--- config.mk ---
export PLATFORM = sky130hd
export DESIGN_NAME = traffic_light_ctrl
export DESIGN_NICKNAME = d
export VERILOG_FILES = /design/src/rtl/traffic_light_ctrl.sv
export SDC_FILE = /design/constraint.sdc
export NUM_CORES = 1
export LEC_CHECK = 0
export ABC_AREA = 0
export CORE_AREA = 5 5 55 57
export CTS_BUF_LIST = sky130_fd_sc_hd__clkbuf_8 sky130_fd_sc_hd__clkbuf_16
export DETAILED_ROUTE_END_ITERATION = 7
export DIE_AREA = 0 0 60 62
export GPL_ROUTABILITY_DRIVEN = 1
export PLACE_DENSITY = 0.7
export SYNTH_ARGS = -nofsm -noshare
export SYNTH_HDL_FRONTEND = slang
export SYNTH_SLANG_ARGS = --single-unit
--- constraint.sdc ---
create_clock -name clk -period 4.04 [get_ports clk]
set_clock_uncertainty 0.05 [all_clocks]
set_input_delay 0.606 -clock clk [delete_from_list [all_inputs] [get_ports clk]]
set_output_delay 0.606 -clock clk [all_outputs]
set_load 0.03 [all_outputs]
--- src/rtl/traffic_light_ctrl.sv ---
// Two-road intersection sequencer with pedestrian walk and night blink.
// Time advances only on the 1-cycle tick enable; lamps are decoded from state.
module traffic_light_ctrl #(
    parameter int CW       = 8,
    parameter int T_MAIN_G = 20,
    parameter int T_SIDE_G = 10,
    parameter int T_YEL    = 3,
    parameter int T_ALLRED = 1,
    parameter int T_PED    = 5
) (
    input  logic          clk,
    input  logic          rstn,
    input  logic          tick,
    input  logic          ped_req,
    input  logic          night,
    output logic [2:0]    main_rgy,
    output logic [2:0]    side_rgy,
    output logic          ped_walk,
    output logic          ped_pend,
    output logic [CW-1:0] remain,
    output logic [2:0]    state
);

    localparam logic [2:0] S_MG  = 3'd0;
    localparam logic [2:0] S_MY  = 3'd1;
    localparam logic [2:0] S_AR1 = 3'd2;
    localparam logic [2:0] S_SG  = 3'd3;
    localparam logic [2:0] S_SY  = 3'd4;
    localparam logic [2:0] S_AR2 = 3'd5;
    localparam logic [2:0] S_BLK = 3'd6;

    localparam logic [CW-1:0] C_MG  = CW'(T_MAIN_G);
    localparam logic [CW-1:0] C_SG  = CW'(T_SIDE_G);
    localparam logic [CW-1:0] C_YEL = CW'(T_YEL);
    localparam logic [CW-1:0] C_AR  = CW'(T_ALLRED);
    localparam logic [CW-1:0] C_PED = CW'(T_PED);
    localparam logic [CW-1:0] C_ONE = CW'(1);

    localparam logic [2:0] L_RED = 3'b100;
    localparam logic [2:0] L_YEL = 3'b010;
    localparam logic [2:0] L_GRN = 3'b001;
    localparam logic [2:0] L_OFF = 3'b000;

    logic [2:0]    state_q, state_d;
    logic [CW-1:0] cnt_q, cnt_d;
    logic          pend_q, pend_d;
    logic          blink_q, blink_d;

    // Night wins over expiry and pedestrian shortening within one tick.
    always_comb begin
        state_d = state_q;
        cnt_d   = cnt_q;
        blink_d = blink_q;
        if (tick) begin
            if (state_q == S_BLK) begin
                if (night) begin
                    blink_d = ~blink_q;
                end else begin
                    state_d = S_AR2;
                    cnt_d   = C_AR;
                    blink_d = 1'b0;
                end
            end else if (night) begin
                state_d = S_BLK;
                blink_d = 1'b1;
            end else if (state_q == S_MG && pend_q && cnt_q > C_PED) begin
                cnt_d = C_PED;
            end else if (cnt_q == C_ONE) begin
                case (state_q)
                    S_MG:    begin state_d = S_MY;  cnt_d = C_YEL; end
                    S_MY:    begin state_d = S_AR1; cnt_d = C_AR;  end
                    S_AR1:   begin state_d = S_SG;  cnt_d = C_SG;  end
                    S_SG:    begin state_d = S_SY;  cnt_d = C_YEL; end
                    S_SY:    begin state_d = S_AR2; cnt_d = C_AR;  end
                    S_AR2:   begin state_d = S_MG;  cnt_d = C_MG;  end
                    default: begin state_d = S_AR2; cnt_d = C_AR;  end
                endcase
            end else begin
                cnt_d = cnt_q - C_ONE;
            end
        end
    end

    always_comb begin
        pend_d = pend_q;
        if (ped_req && state_q != S_SG) begin
            pend_d = 1'b1;
        end else if (state_d == S_SG && state_q != S_SG) begin
            pend_d = 1'b0;
        end
    end

    always_ff @(posedge clk or negedge rstn) begin
        if (!rstn) begin
            state_q <= S_AR2;
            cnt_q   <= C_AR;
            pend_q  <= 1'b0;
            blink_q <= 1'b0;
        end else begin
            state_q <= state_d;
            cnt_q   <= cnt_d;
            pend_q  <= pend_d;
            blink_q <= blink_d;
        end
    end

    always_comb begin
        main_rgy = L_RED;
        side_rgy = L_RED;
        ped_walk = 1'b0;
        remain   = cnt_q;
        unique case (1'b1)
            state_q == S_MG: main_rgy = L_GRN;
            state_q == S_MY: main_rgy = L_YEL;
            state_q == S_SG: begin
                side_rgy = L_GRN;
                ped_walk = 1'b1;
            end
            state_q == S_SY: side_rgy = L_YEL;
            state_q == S_BLK: begin
                main_rgy = blink_q ? L_YEL : L_OFF;
                side_rgy = blink_q ? L_RED : L_OFF;
                remain   = '0;
            end
            default: ;
        endcase
    end

    assign ped_pend = pend_q;
    assign state    = state_q;

endmodule

==> flow_summary.yaml <==
global_route:
  grt_first_pass_wirelength_um: 4040
  grtUsageTotal_pct: 14.4
  grt_pass1_vias: 872
  overflow: 0
  grt_max_degree: 18
  antenna_found_initial: 0
cells_and_area:
  syn_to_final_growth_pct: 25.9
  seqCellArea_um2: 329
  fill_cells: 238
  nets: 153
  insertedDiodeCount: 0
  multiInputGateArea_um2: 661
  drive_gt1_share_pct: 13.8
sta:
  hold_viol: 0
  fin_ws_ns: 1.09
  post-route-period-util_pct: 73.1
  period_needed_ns: 2.95
  max_freq_ghz: 0.339
  tns_ns: 0
  slew_viol_final: 0
  setup_viol: 0
  tightest_slew_ns: 0.883
  rsz0062_at_grt: "false"
  maxSlewHeadroom_pct: 40.3
power:
  p_int_uw: 554
  p_per_area_mw_per_mm2: 833
  p_comb_share_pct: 63.1
  switching_share_pct: 49.8
  leakage_nw: 0.521
  ir_drop_uv: 477
  pwr-share-clk_pct: 10.8
  pwr-share-seq_pct: 26.2
  p_switching_uw: 550
placement:
  place_ws_ns: 1.35
  portBuffers: 23
  gp_congestion: 0.887
  post-dp-hpwl_um: 1930
run_status:
  status: "finished clean"
synthesis:
  syn-cell-area_mm2: 0.00105
  avgSynthCellArea_um2: 8.55
  async_flop_share_pct: 100
  synth_cell_types: 51
  ys_seq_area_share_pct: 31.3
  ys_ff_latch: 13
  syn_nets: 130
  ys_warn_count: 0
  ys.flop_type: "dfrtp_1"
  netlist_instances: 123
  synth_edf_count: 0
worst_setup_path:
  crit_slowest_cell: "clkdlybuf4s50_1"
  critPathLaunchType: "flop"
  critPathCaptureType: "output pin"
  critical_path_arrival_ns: 2.30
  cpPeakStageDelay_ns: 0.66
  cp.required_ns: 3.38
  crit_chain: "nand2_1 > nor2_1 > a22o_1 > clkdlybuf4s50_1"
  cp_max_fo: 17
  rrSetupSlack_ns: 1.71
  crit_type: "flop to output pin"
floorplan:
  rows: 18
  die_w_um: 60
  die_y_um: 62
  initial_core_util_pct: 43.3
  die-area_mm2: 0.00372
  core-area_mm2: 0.00243
  io_pins: 24
clock_network:
  ctsResizeCount: 0
  cts_made_buffers: 3
  cts_tree: "done"
  clock_latency_ns: 0.25
  clkSinkCount: 13
  clkTransAtPathRegs_ns: 0.06
  postCtsSetupBuffers: 0
  postCtsHoldBufs: 0
  clock-root-buffer: "clkbuf_8"
  clk_path_buf_depth: 2
  htreeDepth: 1
route:
  first_pass_iters: 4
  ant_nets: 0
  drc_errors: 0
  viasPerCell: 5.67
  via_count: 993
  wirelength_um: 2630
  wl_per_cell_um: 15.0
  drtIter0Drc: 18
hold_path:
  min_path_type: "flop to flop"
run:
  maxCapViolCount: 0
## logic make-up (layout without fill, tap and decap cells)
group / after synthesis / count (layout) / synth area share, %
mux: 1 / 1 / 1.07
simple gates: 58 / 58 / 32.1
fa+ha+maj: 2 / 2 / 2.38
flops: 13 / 13 / 31.3
buf+inv: 11 / 33 / 5.95
xor+xnor: 3 / 3 / 2.50
compound gates: 35 / 35 / 24.7
## flip-flops by register name, summed over array words and instances, names as in the netlist
signal and cells:
ped_pend 1, state 3, cnt_q 8, blink_q 1
## power groups by stage
stage | Sequential, mW | Clock, mW | Combinational (mW)
6_report | 0.289 | 0.119 | 0.696
5_1_grt | 0.302 | 0.129 | 0.756
3_5_place_dp | 0.290 | 0 | 0.694
2_1_floorplan | 0.270 | 0 | 0.494
3_3_place_gp | 0.286 | 0 | 0.693
4_1_cts | 0.287 | 0.124 | 0.697
## layout by cell type (no fill, tap or decap), drive strengths merged, types with 2 or more instances in the layout
cell type / n
a21boi: 2
o21ai: 3
nand3: 4
and2: 8
ha: 2
a21oi: 9
clkbuf: 3
inv: 7
nand2: 9
dfrtp: 10
dfstp: 3
nand2b: 2
o22ai: 2
nor2: 17
nor3b: 3
nor4b: 2
nor3: 2
clkdlybuf4s50: 23
and2b: 2
xor2: 3
a31oi: 5
## per-layer routing
layer,track usage (%),wire (µm),vias up
li1,-,-,493
met5,0,0,-
met3,2.89,176,3
met2,23.5,1180,33
met1,18.7,1240,464
met4,6.01,33,0
## metrics by stage
step / power [mW] / utilization, % / area, µm² / hold WS, ns / cells
CTS: 1.11 / 54.5 / 1330 / 0.472 / 175
finish: 1.10 / 54.5 / 1330 / 0.467 / 175
global route: 1.19 / 54.5 / 1330 / 0.505 / 175
detailed placement: 0.984 / 52.6 / 1280 / 0.465 / 171
floorplan: 0.764 / - / 1050 / 0.260 / 123
global placement: 0.979 / 52.6 / 1280 / 0.462 / 171
## path summary, 6_finish.rpt
| kind | startpoint | endpoint | depth (start not counted) |
|---|---|---|---|
| worst max-delay path | state[1]$_DFF_PN0_ | main_rgy[1] | 4 |
| worst min-delay path | blink_q$_DFFE_PN0P_ | blink_q$_DFFE_PN0P_ | 1 |
| worst max register to register | cnt_q[0]$_DFFE_PN1P_ | state[1]$_DFF_PN0_ | 5 |
| worst min register to register | blink_q$_DFFE_PN0P_ | blink_q$_DFFE_PN0P_ | 1 |
| max in group asynchronous | rstn | cnt_q[1]$_DFFE_PN0P_ | 1 |
| min in group asynchronous | rstn | blink_q$_DFFE_PN0P_ | 1 |
## critical path: cells and delay by family (launching register included)
family | cells | cell delay (ns)
buffers and inverters | 1 | 0.66
flip-flops | 1 | 0.63
AO/OA/AOI/OAI | 1 | 0.20
AND/OR/NAND/NOR | 2 | 0.56
## layout make-up
cell class | instances | share of cell area (%)
clock inverters | 1 | 0.283
inverters | 6 | 1.70
flip-flops and latches | 13 | 24.8
repair buffers | 23 | 17.4
multi-input cells | 99 | 49.9
well taps | 30 | 2.83
clock buffers | 3 | 3.12
## cells in the mapped netlist, drive strengths merged, types with 3 or more instances
cell type  count  area, µm²
inv            6       22.5
clkbuf         3       21.3
xor2           3       26.3
nor3b          3       22.5
a21oi          9       45.0
dfstp          3       78.8
nor2          17       63.8
a31oi          5       31.3
nand2          9       36.3
and2           8       53.8
dfrtp         10        250
o21ai          3       15.0
nand3          4       25.0
(Power assumes the default switching activity.)
